==> config.mk <==
export PLATFORM = sky130hd
export DESIGN_NAME = level_gain_apply
export DESIGN_NICKNAME = d
export VERILOG_FILES = /design/src/rtl/level_pkg.sv /design/src/rtl/gain_mult_sat.sv /design/src/rtl/level_gain_apply.sv
export SDC_FILE = /design/constraint.sdc
export NUM_CORES = 1
export LEC_CHECK = 0
export CAP_MARGIN = 15
export CORE_ASPECT_RATIO = 1.25
export CORE_MARGIN = 8
export CORE_UTILIZATION = 25
export DETAILED_ROUTE_END_ITERATION = 8
export GPL_TIMING_DRIVEN = 0
export PLACE_DENSITY_LB_ADDON = 0.2
export SYNTH_ARGS = -nofsm -noshare
export SYNTH_HDL_FRONTEND = slang
export SYNTH_SLANG_ARGS = --single-unit
==> constraint.sdc <==
create_clock -name clk_48 -period 22.5 [get_ports clk_48]
set_clock_uncertainty 0.05 [all_clocks]
set_input_delay 4.5 -clock clk_48 [delete_from_list [all_inputs] [get_ports clk_48]]
set_output_delay 4.5 -clock clk_48 [all_outputs]
set_load 0.01 [all_outputs]
==> src/rtl/level_pkg.sv <==
// Shared types and constants for the level/gain path.
// Gains are unsigned thousandths; 1000 means unity.
package level_pkg;

  typedef logic [3:0]  bcd_t;
  typedef logic [13:0] gain_t;

  localparam gain_t UNITY_GAIN = 14'd1000;
  localparam gain_t MAX_GAIN   = 14'd9999;

  typedef enum logic [1:0] {
    IDLE,
    CONV,
    RAMP
  } state_t;

  function automatic logic bcd_bad(bcd_t d);
    return d > 4'd9;
  endfunction

endpackage

==> src/rtl/gain_mult_sat.sv <==
// Stage-2 datapath: wave * gain / 1000, truncated toward zero,
// then saturated to the 16-bit sample range.
module gain_mult_sat
  import level_pkg::*;
(
  input  logic signed [15:0] wave,
  input  gain_t              gain,
  output logic signed [15:0] sat_wave,
  output logic               clip
);

  logic signed [31:0] w_ext;
  logic signed [31:0] g_ext;
  logic signed [31:0] p;
  logic signed [31:0] q;

  assign w_ext = 32'(wave);
  assign g_ext = {18'd0, gain};
  assign p     = w_ext * g_ext;
  // signed division rounds toward zero
  assign q     = p / 32'sd1000;

  always_comb begin
    sat_wave = q[15:0];
    clip     = 1'b0;
    if (q > 32'sd32767) begin
      sat_wave = 16'sh7fff;
      clip     = 1'b1;
    end else if (q < -32'sd32768) begin
      sat_wave = 16'sh8000;
      clip     = 1'b1;
    end
  end

endmodule

==> src/rtl/level_gain_apply.sv <==
// Serial BCD gain entry with per-sample ramping, applied
// to the audio stream through a two-stage pipeline.
module level_gain_apply
  import level_pkg::*;
#(
  parameter int STEP      = 8,
  parameter int INIT_GAIN = 1000
) (
  input  logic               clk_48,
  input  logic               reset_n,
  input  logic               load,
  input  bcd_t               num3,
  input  bcd_t               num2,
  input  bcd_t               num1,
  input  bcd_t               num0,
  input  logic signed [15:0] inWave,
  output logic signed [15:0] outWave,
  output logic               busy,
  output logic               bad_digit,
  output logic               clip
);

  localparam gain_t STEP_G = gain_t'(STEP);
  localparam gain_t INIT_G = gain_t'(INIT_GAIN);

  state_t             state;
  bcd_t [3:0]         digs;
  logic [1:0]         cnt;
  gain_t              acc;
  logic               err;
  gain_t              target;
  gain_t              gain;
  logic signed [15:0] s1_wave;
  gain_t              s1_gain;

  bcd_t               cur_dig;
  gain_t              acc_nxt;
  logic               err_nxt;
  gain_t              diff;
  gain_t              stp;
  gain_t              gain_nxt;
  logic signed [15:0] sat_wave;
  logic               sat_clip;

  // digs[0] holds the thousands digit so cnt walks num3 first
  assign cur_dig = digs[cnt];
  assign acc_nxt = 14'(acc * 14'd10) + {10'd0, cur_dig};
  assign err_nxt = err | bcd_bad(cur_dig);

  always_comb begin
    diff     = (target > gain) ? target - gain
                               : gain - target;
    stp      = (diff > STEP_G) ? STEP_G : diff;
    gain_nxt = (target > gain) ? gain + stp
                               : gain - stp;
  end

  gain_mult_sat u_mult (
    .wave     (s1_wave),
    .gain     (s1_gain),
    .sat_wave (sat_wave),
    .clip     (sat_clip)
  );

  always_ff @(posedge clk_48 or negedge reset_n) begin
    if (!reset_n) begin
      state     <= IDLE;
      digs      <= '0;
      cnt       <= 2'd0;
      acc       <= '0;
      err       <= 1'b0;
      target    <= INIT_G;
      gain      <= INIT_G;
      busy      <= 1'b0;
      bad_digit <= 1'b0;
      s1_wave   <= '0;
      s1_gain   <= '0;
      outWave   <= '0;
      clip      <= 1'b0;
    end else begin
      s1_wave <= inWave;
      s1_gain <= gain;
      outWave <= sat_wave;
      clip    <= sat_clip;
      unique case (state)
        IDLE: begin
          if (load) begin
            digs      <= {num0, num1, num2, num3};
            cnt       <= 2'd0;
            acc       <= '0;
            err       <= 1'b0;
            bad_digit <= 1'b0;
            busy      <= 1'b1;
            state     <= CONV;
          end
        end
        CONV: begin
          acc <= acc_nxt;
          err <= err_nxt;
          cnt <= cnt + 2'd1;
          if (cnt == 2'd3) begin
            if (err_nxt) begin
              bad_digit <= 1'b1;
              busy      <= 1'b0;
              state     <= IDLE;
            end else begin
              target <= acc_nxt;
              state  <= RAMP;
            end
          end
        end
        RAMP: begin
          gain <= gain_nxt;
          if (gain_nxt == target) begin
            busy  <= 1'b0;
            state <= IDLE;
          end
        end
        default: state <= IDLE;
      endcase
    end
  end

endmodule
======== After elaboration in Yosys (flattened, before gate mapping) ========
Cells that the tools add are included.
word-level totals
  bits in registers ....................... 112
  input bits .............................. 35
  output and inout bits ................... 19
  word-level logic and storage cells ...... 78
operators by class
  $add $sub $neg .......................... 6
  multiply operators ...................... 2
  divide/modulo/power cells ............... 1
  magnitude comparators ................... 6
  eq/ne operators ......................... 8
  muxes and demuxes ....................... 28
  bitwise operators ....................... 2
  reductions and logical operators ........ 9
operator list
  operator                number
  $mux 14                 4
  $sub 14x14->14          3
  $div 32x11->32 const B  1
  $gt 32x16->1 const B    1
  $lt 32x16->1 const B    1
  $mux 16                 2
  $mul 16x15->31          1
  $pmux 14 s2             1
  $add 14x14->14          1
  $add 14x4->14           1
  $eq 14x14->1            1
  $gt 14x14->1            1
  $gt 14x4->1 const B     1
  $mul 14x3->13 const B   1
  $mux 2                  5
  $mux 1                  9
  $bmux 4 s2              1
  $ne 2x2->1 const B      4
  $pmux 2 s3              1
  $reduce_and 3->1        2
  $reduce_and 5->1        1
  $eq 2x2->1 const B      2
  $gt 4x4->1 const B      1
  $mux 4                  1
  13 further kinds        15

======== Longest topological paths before layout ========
  depth in word-level cells ............... 9
  mapped depth ............................ 92
  gate-level depth less buffers ........... 75

======== By module ========
Synthesis repeated with hierarchy kept, for this count alone.
unflattened totals
  cell total of the unflattened synthesis .. 2857
  area total of the unflattened synthesis .. 23840.4 sq um
modules (own cells, without submodules)
  module            times used  cells an instance  area an instance (sq um)  sequential area each (sq um)
  gain_mult_sat     1           2106               16452.0                   0.0
  level_gain_apply  1           751                7388.3                    2792.7

======== Worst setup path before layout ========
OpenSTA, ideal clock, no wires.
  path kind ............................... reg-to-reg
  from .................................... reg s1_wave[15]
  to ...................................... reg outWave[4]
  library setup time ...................... 0.094 ns
  arrival time ............................ 21.323 ns
  data required time ...................... 22.356 ns
  slack ................................... 1.033 ns
  cell stages (with the launch flop) ...... 79
  buffers on the path ..................... 7
  period minus slack after synthesis ...... 21.467 ns
  cell sequence ........................... dfrtp_1 -> clkbuf_1 -> nand2_1 -> fa_1 -> fa_1 -> inv_1 -> fa_1 -> fa_1 -> fa_1 -> inv_1 -> fa_1 -> inv_1 -> ha_1 -> clkbuf_1 -> nand2_1 -> or3_1 -> a211oi_1 -> a211o_1 -> [43 not listed] -> nor4_1 -> nor4_1 -> a31oi_1 -> o31ai_1 -> a41oi_1 -> a2111oi_4 -> o31ai_1 -> a221oi_2 -> o22a_2 -> nand2_1 -> and3_1 -> ha_1 -> nand4_1 -> xor2_1 -> nand4_1 -> mux2i_2 -> a31oi_1 -> a211oi_1
between the ends
  longest elaborated chain between the ends .. 5
  elaborated cells on any way between the ends .. 6
  classes of those cells .................. mul: 1; div: 1; order compare: 2; mux: 2
RTL lines
  what                    line                    text
  start, declared         level_gain_apply.sv:33  logic signed [15:0] s1_wave;
  start signal, assigned  level_gain_apply.sv:81  s1_wave <= inWave;
  $mul 16x15->31 (*)      gain_mult_sat.sv:19     assign p = w_ext * g_ext;
  $div 32x11->32 (*)      gain_mult_sat.sv:21     assign q = p / 32'sd1000;
  $lt 32x16->1            gain_mult_sat.sv:29     end else if (q < -32'sd32768) begin
  $mux 16                 gain_mult_sat.sv:29
  $mux 16 (*)             gain_mult_sat.sv:26     if (q > 32'sd32767) begin
  named net sat_wave[4]   level_gain_apply.sv:42  logic signed [15:0] sat_wave;
  end signal, assigned    level_gain_apply.sv:83  outWave <= sat_wave;
  end, declared           level_gain_apply.sv:17  output logic signed [15:0] outWave,
The timed path passes the listed nets; every way through them passes the cells marked *.
A chain may end at the register's enable or synchronous reset.

======== Final worst setup path ========
  from .................................... reg s1_gain[5]
  to ...................................... reg outWave[7]
between the ends
  longest elaborated chain between the ends .. 5
  elaborated cells on any way between the ends .. 6
  classes of those cells .................. mul: 1; div: 1; order compare: 2; mux: 2
RTL lines
  what                    line                    text
  start, declared         level_gain_apply.sv:34  gain_t s1_gain;
  start signal, assigned  level_gain_apply.sv:82  s1_gain <= gain;
  $mul 16x15->31 (*)      gain_mult_sat.sv:19
  $div 32x11->32 (*)      gain_mult_sat.sv:21
  $lt 32x16->1            gain_mult_sat.sv:29
  $mux 16                 gain_mult_sat.sv:29
  $mux 16 (*)             gain_mult_sat.sv:26
  named net sat_wave[7]   level_gain_apply.sv:42
Marks and branches as above.

==> impl_metrics.tcl <==
set metrics [dict create \
    vias 22300 \
    hold_viol 0 \
    synth.avg_cell_area_sq_um 8.28 \
    ff2ff_setup_slack_ns 0.45 \
    grt_max_degree 77 \
    hp-class "reg -> reg" \
    instances_no_fill 4407 \
    period_needed_ns 22.05 \
    dieArea_sq_mm 0.106 \
    grt-ovfl-total 0 \
    fill_cells 10100 \
    worstSkewPairLatency_ns 0.45 \
    clockBufferDepth 2 \
    num_io_pins 54 \
    rsz0062_at_grt "true" \
    drive_above_1_share_pct 25.4 \
    synth_seq_area_share_pct 11.7 \
    gp_congestion 0.840 \
    yosysMostFrequentCell "inv_1" \
    synth_area_sq_mm 0.0239 \
    wl_mm 81.9 \
    fp.dieW_um 293 \
    synthCells 2890 \
    fin_util_pct 32.5 \
    cp-start-kind "flop" \
    synthArstFlopShare_pct 100 \
    drt_first_iter_violations 1087 \
    viasPerCell 5.06 \
    routedWlPerCell_um 18.6 \
    rows 127 \
    min_period_over_period_pct 98.0 \
    clock-sinks 111 \
    place_hpwl_mm 62.9 \
    synth_edf_count 0 \
    setup_viol 0 \
    antenna_found_initial 1 \
    synth_commonest_cells "inv_1, nand2_1, fa_1, and2_1, ha_1" \
    tightestPinTransition_ns 1.02 \
    start_util_pct 25.1 \
    max_freq_ghz 0.0453 \
    hold_slack_ns 0.370 \
    drc 0 \
    track_usage_pct 15.0 \
    yosys.area.top_type_share_pct 18.7 \
    max-cap-violations 0 \
    dp.cells 4169 \
    ys_ff_latch 111 \
    netlist-cell-type-count 128 \
    critPathSlowestCell "fa_1" \
    cts_root_buf "clkbuf_16" \
    slew_viol_final 0 \
    area_delta_synth_final_pct 29.5 \
    cts_tree "built" \
    design.core.area_sq_mm 0.0953 \
    synth_top_cell_by_area "fa_1" \
    worstSetupEndpointType "flop" \
    path_max_fanout 8 \
    synth_fp_nets 3293 \
    path_class "reg -> reg" \
    htreeDepth 3 \
    die_h_um 362 \
    arrival_ns 22.33 \
    outcome "complete, no violations" \
    path_clk_slew_ns 0.10 \
    grt_pass1_vias 22600 \
    yosys_warnings 0 \
    netlist_top_cells_area "fa_1, dfrtp_1, ha_1" \
    relSlewSlack_pct 31.3 \
    final_antenna_net_count 0 \
    grt_pass1_wl_mm 128 \
    portBuffers 53 \
    nets 3579 \
    cts_made_buffers 9 \
    critPathMaxStageDelay_ns 0.57 \
    ys.flop_type "dfrtp_1" \
    drt-pass1-iter-count 5 \
    crit_required_ns 22.78 \
]
## cell type report
cell class / count / area [sq um] / share of cell area [%]
antenna: 1 / 2.50 / 0.00808
buffer: 96 / 687 / 2.22
clock buffer: 10 / 229 / 0.739
clock inverter: 6 / 72.6 / 0.234
inverter: 329 / 1240 / 4.00
multi-input combinational: 2336 / 21900 / 70.5
sequential: 111 / 2830 / 9.12
tap: 1225 / 1530 / 4.95
timing repair buffer: 293 / 2540 / 8.20
## cells by family (layout without fill, tap and decap cells)
kind of cell	count (synthesis)	in the layout	synth area share, %
xor+xnor	176	176	6.57
fa+ha+maj	377	377	26.7
simple gates	946	946	20.6
flops	111	111	11.7
buf+inv	444	734	7.29
mux	66	66	3.19
compound gates	770	771	24.0
other cells	0	1	0
## worst max-delay path: cells and delay by family, from the launching register on
kind,cells,cell delay (ns)
flip-flops,1,0.52
AO/OA/AOI/OAI,26,6.86
AND/OR/NAND/NOR,26,6.75
adder cells (fa/ha/maj),9,3.82
buffers and inverters,16,2.35
XOR/XNOR,5,0.85
multiplexers,2,0.69
## placed cells by master (no fill, tap or decap), drive strengths merged, types with 37 or more instances in the layout
cell type and count:
nand4 52, a21oi 146, clkbuf 62, xnor2 121
xor2 55, a31oi 37, nor3 59, clkdlybuf4s50 52
dfrtp 99, a211oi 42, inv 331, a21o 43
nand3 66, and2 172, fa 223, buf 285
nand2 277, ha 145, o21ai 162, nor2 134
## final timing paths
path | start | end | cells after the start
worst max-delay path | s1_gain[5] | outWave[7] | 84
worst min-delay path | gain[3] | s1_gain[3] | 0
worst max register to register | s1_gain[5] | outWave[7] | 84
worst min register to register | gain[3] | s1_gain[3] | 0
max in group asynchronous | reset_n | s1_wave[8] | 2
min in group asynchronous | reset_n | state[1] | 1
## layer usage
| layer | wire length [um] | up-vias | GRT usage, % | share of wire, % |
|---|---|---|---|---|
| met5 | 0 | - | 0 | 0 |
| met4 | 2290 | 0 | 4.76 | 2.8 |
| met3 | 1620 | 97 | 1.35 | 2.0 |
| met2 | 43900 | 341 | 28.7 | 54 |
| met1 | 34100 | 11100 | 17.3 | 42 |
| li1 | - | 10800 | - | - |
## flip-flops by register name, indices dropped and copies added (netlist names)
signal and cells:
state 2, digs 16, target 14, acc 13
clip 1, bad_digit 1, s1_wave 16, cnt 2
busy 1, s1_gain 14, outWave 16, gain 14
err 1
## through the flow
stage	setup TNS [ns]	instance area [sq um]	worst slack [ns]
after floorplan	0	23900	1.03
after global placement	-77.75	26000	-5.00
after detailed placement	-74.53	26000	-4.82
after CTS	0	28800	0.00573
after global routing	-2.30	31000	-0.300
final	0	31000	0.447
## timing repair
item | CTS | global route
endpoints found under the setup margin | 17 | 17
endpoints found under the hold margin | 0 | 0
cloned | 2 | 4
pin swaps | 95 | 139
hold buffers | 0 | 0
setup buffers | 116 | 117
gates resized for setup | 345 | 292
Power is left out: the tool's default activity adds up to more than one toggle a clock period on the data nets, which glitch-free logic cannot reach.
==> edit 1, RTL diff (config.mk and constraints unchanged) <==
Register the output `bad_digit` once more, cleared by the reset; this adds one clock of latency there. The other outputs are not delayed to match.
--- a/src/rtl/level_gain_apply.sv
+++ b/src/rtl/level_gain_apply.sv
@@ -22,6 +22,8 @@
 
   localparam gain_t STEP_G = gain_t'(STEP);
   localparam gain_t INIT_G = gain_t'(INIT_GAIN);
+
+  logic bad_digit_s0;
 
   state_t             state;
   bcd_t [3:0]         digs;
@@ -72,7 +74,7 @@
       target    <= INIT_G;
       gain      <= INIT_G;
       busy      <= 1'b0;
-      bad_digit <= 1'b0;
+      bad_digit_s0 <= 1'b0;
       s1_wave   <= '0;
       s1_gain   <= '0;
       outWave   <= '0;
@@ -89,7 +91,7 @@
             cnt       <= 2'd0;
             acc       <= '0;
             err       <= 1'b0;
-            bad_digit <= 1'b0;
+            bad_digit_s0 <= 1'b0;
             busy      <= 1'b1;
             state     <= CONV;
           end
@@ -100,7 +102,7 @@
           cnt <= cnt + 2'd1;
           if (cnt == 2'd3) begin
             if (err_nxt) begin
-              bad_digit <= 1'b1;
+              bad_digit_s0 <= 1'b1;
               busy      <= 1'b0;
               state     <= IDLE;
             end else begin
@@ -121,4 +123,12 @@
     end
   end
 
+  always_ff @(posedge clk_48 or negedge reset_n) begin
+    if (!reset_n) begin
+      bad_digit <= '0;
+    end else begin
+      bad_digit <= bad_digit_s0;
+    end
+  end
+
 endmodule
Check against the original RTL: not settled (the Yosys comparison gave no result); the edit may change what the design does.
==> edit 1 against the unedited design <==
Sequential cell count rose by 1. Worst setup slack got worse by 0.036 ns. Count of clock-buffer cells in the layout did not move. Non-clock buffer count fell by 57. Global-route usage barely moved. Routed wire length fell by 1.1%. Synthesized area rose by 0.10%. Cell area fell by 2.4%.
Power is not shown: default switching activity piles up to over one toggle a cycle in this logic, so the estimate is an artifact.
==> edit 1: results (changes against the unedited design) <==
The number of resized instances in the post-cts repair step was 338 (-2.0%). The met2 global-route usage is 0.286 (-0.00120). The kind of cell with the highest combined delay along the critical path is compound AO/OA/AOI/OAI gates. After synthesis, the most frequently instantiated cells are sky130_fd_sc_hd__inv_1 (328), sky130_fd_sc_hd__nand2_1 (277), sky130_fd_sc_hd__fa_1 (223), sky130_fd_sc_hd__and2_1 (169), sky130_fd_sc_hd__ha_1 (145). The number of search-and-repair iterations in the first detailed-routing pass is 5 (unchanged). After clock tree synthesis, the clock-pin slew on the worst setup and hold paths is 0.11 ns. The worst max-slew margin expressed relative to the limit is 0.165 (-0.148). The violation count after the first detailed-route iteration came out at 1,054 (-3.0%). The layout cell share with drive strength beyond 1 is 0.230 (-0.0245).

The via count of the first global-routing pass was 22,600 (-0.22%). The met3 layer wire length in the routed design came out at 1300 µm (-20%). The initial antenna violation count is 0 (-1). The pin count of the biggest net entering global routing is 76 (-1.3%). The flow ran to the end, and the final reports show no timing, DRC or antenna violations. The minimum setup slack among reg-to-reg paths came out at 0.41 ns (-0.04 ns). The sequential cell area fraction in the yosys report was 0.118 (+0.000923). The global-route track usage on met1 came out at 0.176 (+0.00289).

The endpoint identified for the worst register-to-register timing path is outWave[2]. The largest stage delay on the critical path is 0.59 ns (+0.02 ns). The final net count came out at 3,522 (-1.6%). The routability congestion estimate was 0.819 (-2.5%). The total nets after synthesis is 3,294 (+0.030%). The number of fill cells was 10,100 (+0.75%). The routed wire length on met2 came out at 44,000 µm (+0.27%). The clock latency at the later pin of the worst-skew pair is 0.45 ns (about the same).

The number of diodes added for antenna fixing came out at 0 (-1). By area the synthesized netlist is led by sky130_fd_sc_hd__fa_1 (19%), sky130_fd_sc_hd__dfrtp_1 (10%), sky130_fd_sc_hd__ha_1 (7.6%), sky130_fd_sc_hd__inv_1 (5.1%), sky130_fd_sc_hd__and2_1 (4.4%). The wire length of the first global-routing pass was 129,000 µm (+0.10%).

The final HPWL from detailed placement is 63,000 µm (+0.19%). The wire length the detailed router placed on met1 came out at 33,900 µm (-0.67%). The critical path data arrival time came out at 22.36 ns (+0.03 ns).

The global-route usage over all layers came out at 0.150 (about the same). The origin of the worst setup path is s1_wave[7]. The path depth of the worst reg2reg path came out at 86 (+2.4%). The top fanout value on the critical path is 10 (+2).
## edit 1: cell types whose count changed in the layout (fill, tap and decap cells not counted), moves of 5 or more
| cell | before | now |
|---|---|---|
| sky130_fd_sc_hd__clkbuf_4 | 10 | 18 |
| sky130_fd_sc_hd__fa_2 | 8 | 3 |
| sky130_fd_sc_hd__nor2_1 | 119 | 124 |
| sky130_fd_sc_hd__buf_4 | 224 | 170 |
| sky130_fd_sc_hd__fa_1 | 215 | 220 |
| sky130_fd_sc_hd__buf_6 | 31 | 24 |
| sky130_fd_sc_hd__nor2_2 | 12 | 6 |
## edit 1: cells by family (layout without fill, tap and decap cells)
logic type                 count (synthesis)  count (layout)  synth area share
and+or+nand+nor                          946             946             0.206
AOI/OAI and AO/OA                        770             770             0.240
buffers and inverters                    444             677            0.0728
adders and majority gates                377             377             0.266
xor gates and xnor gates                 176             176            0.0656
DFF                                      112             112             0.118
muxes                                     66              66            0.0319
## edit 1: metrics by stage
| step | worst slack, ns | util | std cells | hold WS [ns] | cell area, µm² |
|---|---|---|---|---|---|
| final | 0.411 | 0.317 | 4414 | 0.366 | 30200 |
| after global placement | -4.88 | 0.273 | 4234 | 0.352 | 26100 |
| after CTS | 0.00379 | 0.301 | 4343 | 0.362 | 28700 |
| after floorplan | 1.03 | - | 2891 | 0.304 | 23900 |
| after detailed placement | -4.75 | 0.274 | 4235 | 0.356 | 26100 |
| after global routing | -0.324 | 0.317 | 4414 | 0.371 | 30200 |
## edit 1: area by class of cell
cell class | count | area share
repair buffers | 234 | 0.0661
clock buffers | 10 | 0.00757
plain buffers | 98 | 0.0221
inverters | 329 | 0.0410
multi-input cells | 2335 | 0.713
well taps | 1290 | 0.0534
flip-flops and latches | 112 | 0.0943
clock inverters | 6 | 0.00223
==> edit 2, RTL diff (same flow settings) <==
Without the edit above. Set the parameter `STEP` to 6 (it was 8).
--- a/src/rtl/level_gain_apply.sv
+++ b/src/rtl/level_gain_apply.sv
@@ -3,7 +3,7 @@
 module level_gain_apply
   import level_pkg::*;
 #(
-  parameter int STEP      = 8,
+  parameter int STEP      = 6,
   parameter int INIT_GAIN = 1000
 ) (
   input  logic               clk_48,
Check against the original RTL: not settled (the Yosys comparison gave no result); the edit may change what the design does.
==> edit 2 against the unedited design <==
The run now ends with setup timing left. Global-route usage shrank 0.12 points. Sequential cell count is the same. Synthesized area grew 0.46%. Worst setup slack lost 1.6 ns. Cell area grew 1.6%. Routed wire length shrank 3.4%.
Power is left out: the tool's default activity adds up to more than one toggle a clock period on the data nets, which glitch-free logic cannot reach.
==> edit 2: results (changes against the unedited design) <==
The top fanout value on the critical path was 10 (+2). The wire length of the first global-routing pass is 130,000 µm (+1.5%). The worst setup margin came to -1.20 ns (-1.64 ns).

The number of setup buffers added after CTS came to 207 (+78%). The number of vias per cell came out at 5.00 (-1.1%). The total nets after synthesis is 3,282 (-0.33%).

The clock latency at the later pin of the worst-skew pair is 0.41 ns (-0.04 ns). The sequential cell area fraction in the yosys report is 0.116 (-0.000535). The layout cell share with drive strength beyond 1 came out at 0.262 (+0.00816). The global-route usage over all layers is 0.149 (-0.00118). For this design, the slowest cell found on the critical path is sky130_fd_sc_hd__or4b_4. The number of fill cells came to 10,200 (+1.7%).

The number of resized instances in the post-cts repair step was 323 (-6.4%). The final net count is 3,602 (+0.64%). The violation count after the first detailed-route iteration came out at 1,219 (+12%). The final wirelength is 79,100 µm (-3.4%). By area the synthesized netlist is led by sky130_fd_sc_hd__fa_1 (19%), sky130_fd_sc_hd__dfrtp_1 (10%), sky130_fd_sc_hd__ha_1 (7.5%), sky130_fd_sc_hd__inv_1 (5.0%), sky130_fd_sc_hd__and2_1 (4.5%). The count of cell types in the netlist was 141 (+10%). The run finished, with violations left. The worst setup timing slack at the placement stage came out at -5.04 ns (-0.217 ns). The final reports fail on setup timing. The routability congestion estimate is 0.827 (-1.6%). The count of endpoints failing setup in the final report is 16 (+16). The worst max-slew margin expressed relative to the limit is 0.231 (-0.0824). The critical path data arrival time is 23.91 ns (+1.58 ns).
## edit 2: cell count changes in the layout (fill, tap and decap cells not counted), moves of 10 or more
cell / change
sky130_fd_sc_hd__inv_1: -11
sky130_fd_sc_hd__nand4_1: -18
sky130_fd_sc_hd__buf_4: +27
sky130_fd_sc_hd__nand2_1: -11
sky130_fd_sc_hd__clkbuf_1: -12
sky130_fd_sc_hd__nor2_1: +32
sky130_fd_sc_hd__nor3_2: +12
sky130_fd_sc_hd__o21ai_1: -10
sky130_fd_sc_hd__o21a_1: -12
sky130_fd_sc_hd__mux2i_1: +11
## edit 2: per-layer routing
| layer | global-route usage | wire, µm | vias to the layer above |
|---|---|---|---|
| met5 | 0 | 0 | - |
| met4 | 0.0264 | 1180 | 0 |
| met3 | 0.0116 | 1390 | 66 |
| met2 | 0.279 | 41500 | 286 |
| met1 | 0.186 | 35000 | 11300 |
| li1 | - | - | 10800 |
## edit 2: area by class of cell
cell class | instances | area (µm²) | share of cell area
clock buffers | 9 | 225 | 0.00716
diodes | 1 | 2.50 | 0.0000795
repair buffers | 319 | 2670 | 0.0848
plain buffers | 99 | 821 | 0.0261
well taps | 1290 | 1610 | 0.0513
flip-flops and latches | 111 | 2820 | 0.0897
clock inverters | 7 | 85.1 | 0.00270
multi-input cells | 2339 | 22000 | 0.700
inverters | 320 | 1200 | 0.0383
## edit 2: stage by stage
stage	instance area, µm²	hold slack [ns]	std cells	setup TNS (ns)	util
floorplan	24800	0.304	2879	-1.87	-
global placement	26900	0.317	4222	-85.07	0.282
detailed placement	27000	0.317	4224	-82.74	0.282
CTS	30500	0.342	4443	-15.49	0.319
global route	31500	0.363	4494	-32.79	0.329
finish	31500	0.330	4495	-17.86	0.329
## edit 2: worst paths after layout
check / start / to / depth (start not counted)
setup / recovery: s1_gain[2] / outWave[0] / 91
hold / removal: gain[13] / s1_gain[13] / 0
setup reg to reg: s1_gain[2] / outWave[0] / 91
hold reg to reg: gain[13] / s1_gain[13] / 0
max in group asynchronous: reset_n / outWave[0] / 2
min in group asynchronous: reset_n / acc[11] / 1
## edit 2: logic make-up (layout without fill, tap and decap cells)
| logic type | after synthesis | after routing | share of synthesized area |
|---|---|---|---|
| AND/OR/NAND/NOR | 961 | 961 | 0.208 |
| buffers and inverters | 429 | 754 | 0.0734 |
| AO/OA/AOI/OAI | 748 | 748 | 0.235 |
| flip-flops | 111 | 111 | 0.116 |
| other | 0 | 1 | 0 |
| multiplexers | 79 | 79 | 0.0372 |
| adder cells (fa/ha/maj) | 371 | 371 | 0.263 |
| XOR/XNOR | 180 | 180 | 0.0675 |
